--- config.mk ---
export PLATFORM = sky130hd
export DESIGN_NAME = uart_tx_scheduler
export DESIGN_NICKNAME = d
export VERILOG_FILES = /design/src/rtl/uart_pkg.sv /design/src/rtl/uart_tx_scheduler_rr_arbiter.sv /design/src/rtl/uart_tx_scheduler.sv
export SDC_FILE = /design/constraint.sdc
export NUM_CORES = 1
export LEC_CHECK = 0
export ABC_AREA = 1
export CORE_MARGIN = 5
export CORE_UTILIZATION = 45
export DETAILED_ROUTE_END_ITERATION = 6
export GPL_ROUTABILITY_DRIVEN = 0
export GPL_TIMING_DRIVEN = 0
export PLACE_DENSITY = 0.84
export SETUP_SLACK_MARGIN = 0.02
export SYNTH_ARGS = -nofsm -noshare
export SYNTH_HDL_FRONTEND = slang
export SYNTH_SLANG_ARGS = --single-unit
export TNS_END_PERCENT = 10
--- constraint.sdc ---
create_clock -name clk -period 2.4 [get_ports clk]
set_input_delay 0.24 -clock clk [delete_from_list [all_inputs] [get_ports clk]]
set_output_delay 0.24 -clock clk [all_outputs]
set_load 0.005 [all_outputs]
--- src/rtl/uart_pkg.sv ---
// uart_pkg: shared types and constants for the UART transmit path.
// Scheduler state encoding, tag byte field widths, default busy timeout.
package uart_pkg;

   typedef enum logic [2:0] {
      S_IDLE,
      S_TAG,
      S_LOAD,
      S_WAIT_BUSY,
      S_WAIT_DONE
   } tx_state_t;

   localparam int TAG_PFX_W        = 5;
   localparam int TAG_ID_W         = 3;
   localparam int BUSY_TIMEOUT_DEF = 64;

   // Tag byte: prefix high bits, requester index low bits.
   function automatic logic [7:0] make_tag(
      input logic [7:0]          pfx,
      input logic [TAG_ID_W-1:0] id
   );
      return {pfx[7 -: TAG_PFX_W], id};
   endfunction

endpackage

--- src/rtl/uart_tx_scheduler_rr_arbiter.sv ---
// rr_arbiter: combinational rotating-priority pick.
// Ports: req (request vector), ptr (first index to try) -> gnt (one-hot), idx, any.
module rr_arbiter #(
   parameter int N = 4
) (
   input  logic [N-1:0] req,
   input  logic [2:0]   ptr,
   output logic [N-1:0] gnt,
   output logic [2:0]   idx,
   output logic         any
);

   logic [N-1:0] sh;
   logic [2:0]   pi;
   int           p;

   // Scan N slots starting at ptr, wrapping at N-1.
   always_comb begin
      gnt = '0;
      idx = '0;
      any = 1'b0;
      sh  = '0;
      pi  = '0;
      p   = 0;
      for (int i = 0; i < N; i++) begin
         p = int'(ptr) + i;
         if (p >= N)
            p = p - N;
         pi = 3'(p);
         sh = req >> pi;
         if (!any && sh[0]) begin
            any = 1'b1;
            idx = pi;
            gnt = N'(1) << pi;
         end
      end
   end

endmodule

--- src/rtl/uart_tx_scheduler.sv ---
// uart_tx_scheduler: shares one UART transmitter among NUM_REQ byte streams.
// Ports: req_valid/req_data/req_last/req_ready (requesters), tx_start/tx_data/
// tx_busy (transmitter), grant_id, active, err_timeout/err_clr (status).
module uart_tx_scheduler
   import uart_pkg::*;
#(
   parameter int         NUM_REQ      = 4,
   parameter int         PACKET_MODE  = 1,
   parameter int         TAG_EN       = 0,
   parameter logic [7:0] TAG_PREFIX   = 8'hA0,
   parameter int         BUSY_TIMEOUT = BUSY_TIMEOUT_DEF
) (
   input  logic                 clk,
   input  logic                 rst_n,
   input  logic [NUM_REQ-1:0]   req_valid,
   input  logic [8*NUM_REQ-1:0] req_data,
   input  logic [NUM_REQ-1:0]   req_last,
   output logic [NUM_REQ-1:0]   req_ready,
   output logic                 tx_start,
   output logic [7:0]           tx_data,
   input  logic                 tx_busy,
   output logic [2:0]           grant_id,
   output logic                 active,
   output logic                 err_timeout,
   input  logic                 err_clr
);

   localparam int CW = $clog2(BUSY_TIMEOUT + 1);

   tx_state_t          state;
   logic [2:0]         rr_ptr;
   logic [CW-1:0]      cnt;
   logic [NUM_REQ-1:0] gnt_q;
   logic               last_q;
   logic               tag_q;

   logic [NUM_REQ-1:0] arb_gnt;
   logic [2:0]         arb_idx;
   logic               arb_any;
   logic [7:0]         g_data;
   logic               g_valid;
   logic               g_last;
   logic [2:0]         nxt_ptr;

   rr_arbiter #(.N(NUM_REQ)) u_arb (
      .req (req_valid),
      .ptr (rr_ptr),
      .gnt (arb_gnt),
      .idx (arb_idx),
      .any (arb_any)
   );

   always_comb begin
      g_data = '0;
      for (int i = 0; i < NUM_REQ; i++)
         if (gnt_q[i])
            g_data = req_data[8*i +: 8];
   end

   assign g_valid   = |(gnt_q & req_valid);
   assign g_last    = |(gnt_q & req_last);
   assign req_ready = (state == S_LOAD) ? (gnt_q & req_valid) : '0;
   assign active    = (state != S_IDLE);
   assign nxt_ptr   = (grant_id == 3'(NUM_REQ - 1)) ? 3'd0
                                                    : grant_id + 3'd1;

   always_ff @(posedge clk or negedge rst_n) begin
      if (!rst_n) begin
         state       <= S_IDLE;
         rr_ptr      <= '0;
         cnt         <= '0;
         gnt_q       <= '0;
         last_q      <= 1'b0;
         tag_q       <= 1'b0;
         tx_start    <= 1'b0;
         tx_data     <= '0;
         grant_id    <= '0;
         err_timeout <= 1'b0;
      end else begin
         tx_start <= 1'b0;
         // A timeout below overrides this clear.
         if (err_clr)
            err_timeout <= 1'b0;
         unique case (state)
            S_IDLE: begin
               if (arb_any) begin
                  grant_id <= arb_idx;
                  gnt_q    <= arb_gnt;
                  state    <= (TAG_EN != 0) ? S_TAG : S_LOAD;
               end
            end
            S_TAG: begin
               tx_data  <= make_tag(TAG_PREFIX, grant_id);
               tx_start <= 1'b1;
               tag_q    <= 1'b1;
               cnt      <= '0;
               state    <= S_WAIT_BUSY;
            end
            S_LOAD: begin
               // Grant is held even while the owner stalls.
               if (g_valid) begin
                  tx_data  <= g_data;
                  tx_start <= 1'b1;
                  tag_q    <= 1'b0;
                  last_q   <= g_last || (PACKET_MODE == 0);
                  cnt      <= '0;
                  state    <= S_WAIT_BUSY;
               end
            end
            S_WAIT_BUSY: begin
               if (tx_busy) begin
                  cnt   <= '0;
                  state <= S_WAIT_DONE;
               end else if (cnt == CW'(BUSY_TIMEOUT - 1)) begin
                  err_timeout <= 1'b1;
                  rr_ptr      <= nxt_ptr;
                  cnt         <= '0;
                  state       <= S_IDLE;
               end else begin
                  cnt <= cnt + CW'(1);
               end
            end
            S_WAIT_DONE: begin
               if (!tx_busy) begin
                  if (tag_q) begin
                     tag_q <= 1'b0;
                     state <= S_LOAD;
                  end else if (last_q) begin
                     rr_ptr <= nxt_ptr;
                     state  <= S_IDLE;
                  end else begin
                     state <= S_LOAD;
                  end
               end
            end
            default: state <= S_IDLE;
         endcase
      end
   end

endmodule

==> metrics.txt <==
WS Path Type flip-flop to output pin; Num CTS Buffers 5; endpoints failing setup 0; top achievable clock speed 478 MHz; via/cell ratio between 5 and 6; Synth Warn # 0; R2R cell count 10; pin count of the biggest net entering global routing 33; All-Layer GR Usage between 10% and 20%; TritonRoute pass-1 iters 4; final net count 433; maximum VDD drop 0.611 mV; setup TNS 0 ps; synth-to-layout area growth 34.5%; chip width 80.9 µm; Final period util 87.1%; number of max-cap violations 0; count of cell types in the netlist 38; hpwl dp ~4700 µm; RSZ-0062 raised after global routing false; initial DRC count between 200 and 250; status finished, violations left; I/O Pins 62; vias in the first global route ~2200; global-route wire length before repair 10100 µm; wire length on met1 2750 µm; Required @ worst endpoint about 2200 ps; routed via count about 2400; Final Core Density 63.2%; max layer used met4; CTS sink cnt 32; Hold-fix buffers, CTS 0; Worst-path clk slew approximately 70 ps; met3 WL about 540 µm; Inst Count DP between 400 and 500; cell family with most CP delay buffers and inverters; worst path cell trace nor2_2, nand2_2, clkbuf_1, nor2_1, clkdlybuf4s50_1; crit path max fanout 10; WL final 6230 µm; most frequent cells in the layout nand2_1, clkdlybuf4s50_1, inv_1; layout cells sized above 1 12.5%; pins over their slew limit 0; Critical Path Source Type flip-flop; Antenna diodes 0; dpl ws ~520 ps; clk_lat worst skew roughly 290 ps; DIE HEIGHT ~80 µm; clk root buf clkbuf_8; Buf/Inv on CP 2; final hold viol count 2; Site Rows 25; Min-Delay Path Class input port to asynchronous set/reset pin; critical path's largest stage delay 540 ps; sequential-to-total area share from yosys stat approximately 35%; fillers approximately 430; Slew headroom approximately 53%; WP depth 5; Synth Cell Area about 0.0023 mm²; H-tree depth 2; Core Box Area 0.00482 mm²; Layout Cells excl Fill 451; min Tclk post-route roughly 2100 ps; clock buffer depth 2; CTS tree done; worst hold slack -5.20 ps; Crit. End Element output pin; most common cell after layout, fill and taps aside nand2_1; Avg Synthesized Cell Area slightly above 7 µm²; Routed Antenna Nets 0; Die Footprint roughly 0.0066 mm²; Power Density 1230 mW/mm²; post-synthesis register bit count 32; setup ws final 309 ps; Post-CTS Setup Inserts 0; met2 WL post-DR about 2800 µm; Leak 1.44 nW; Residual DRC 0; Cells after Synth 315; post-CTS sizing 0; Port-buffer cells between 60 and 70; antenna violations before repair 0; clock skew ~5.3 ps; failing checks negative hold slack; grt ovf 0; CP Data Arrival Time about 1900 ps; drt wl/cell 13.8 µm; worst slew pin tran a little over 700 ps; synthesized net count 365; CP max stage cell clkdlybuf4s50_1; Starting Density a little under half
[power by group]
part | total, W | switching, W | internal, W
sequential | 0.000895 | 0.000159 | 0.000735
clock | 0.000432 | 0.000204 | 0.000229
combinational | 0.00243 | 0.00151 | 0.000922
[cells in the mapped netlist]
master	n	area, µm²
nand2_1	83	312
inv_1	34	128
dfrtp_1	32	801
a21oi_1	25	125
nand3_1	23	115
nor2_1	23	86.3
o21ai_0	15	75.1
nand2_2	11	68.8
nand4_1	8	50.1
ha_1	6	75.1
inv_2	6	22.5
nand3_2	4	40.0
nor2_2	4	25.0
a22oi_1	3	22.5
clkbuf_1	3	11.3
o2111ai_1	3	26.3
o21ai_1	3	15.0
a31oi_1	2	12.5
buf_6	2	22.5
nand2_4	2	22.5
nand3_4	2	35.0
nor2_4	2	22.5
nor3_1	2	10.0
o211ai_1	2	15.0
o22ai_1	2	12.5
a21boi_0	1	7.51
a221oi_1	1	8.76
a22o_1	1	8.76
buf_2	1	5.00
buf_4	1	7.51
inv_4	1	6.26
inv_6	1	8.76
nand3b_1	1	7.51
nor2_8	1	20.0
o21a_1	1	7.51
o21ai_2	1	8.76
o32ai_1	1	8.76
xor2_1	1	8.76
[layer usage]
metal / vias to the layer above / track usage (%)
met2: 102 / 31.3
met4: 0 / 5.91
met5: - / 0
li1: 1179 / -
met1: 1090 / 26.2
met3: 17 / 5.99
[area by class of cell]
| type | instances | area, µm² | share of cell area [%] |
|---|---|---|---|
| sequential | 32 | 801 | 26.3 |
| clock inverter | 2 | 10.0 | 0.329 |
| timing repair buffer | 61 | 606 | 19.9 |
| multi-input combinational | 234 | 1250 | 41.1 |
| buffer | 7 | 46.3 | 1.52 |
| inverter | 42 | 165 | 5.42 |
| tap | 67 | 83.8 | 2.75 |
| clock buffer | 6 | 82.6 | 2.71 |
[stage by stage]
| step | area [µm²] | hold slack (ps) | total power (W) |
|---|---|---|---|
| 6_report | 3050 | -5.20 | 0.00375 |
| 5_1_grt | 3050 | 48.0 | 0.00409 |
| 4_1_cts | 3050 | 26.5 | 0.00373 |
| 3_5_place_dp | 2950 | 332 | 0.00329 |
| 3_3_place_gp | 2960 | 468 | 0.00324 |
| 2_1_floorplan | 2260 | -55.6 | 0.00258 |
[sequential cells by signal, indices dropped and copies added (netlist names)]
signal	cells
state	3
tag_q	1
err_timeout	1
rr_ptr	3
tx_data	8
last_q	1
gnt_q	4
grant_id	3
cnt	7
tx_start	1
[kinds of logic (layout without fill, tap and decap cells)]
| family | count (synthesis) | in the layout | synth area share [%] |
|---|---|---|---|
| buffers and inverters | 49 | 118 | 9.34 |
| XOR/XNOR | 1 | 1 | 0.387 |
| adder cells (fa/ha/maj) | 6 | 6 | 3.31 |
| flip-flops | 32 | 32 | 35.4 |
| AO/OA/AOI/OAI | 61 | 61 | 15.6 |
| AND/OR/NAND/NOR | 166 | 166 | 36.0 |
[path summary, 6_finish.rpt]
path / startpoint / to / slack [ps]
min in group clk: tx_data[3]$_DFFE_PN0P_ / tx_data[3]$_DFFE_PN0P_ / 480
max in group asynchronous: rst_n / tx_data[2]$_DFFE_PN0P_ / 1940
worst min register to register: tx_data[3]$_DFFE_PN0P_ / tx_data[3]$_DFFE_PN0P_ / 480
worst min-delay path: rst_n / tx_start$_DFF_PN0_ / -5
worst max register to register: rr_ptr[1]$_DFFE_PN0P_ / gnt_q[2]$_DFFE_PN0P_ / 450
worst max-delay path: state[0]$_DFFE_PN0P_ / req_ready[2] / 310
[worst register-to-register path, stage by stage (launching register included)]
cell	delay, ps
dfrtp_1	470
inv_2	140
ha_1	370
inv_1	100
nand3_1	110
nand2_1	70
nor2_2	220
nand4_1	160
nand3_1	150
nand2_1	60
nand2_1	50
No activity file was read; power rests on OpenSTA's default activity.
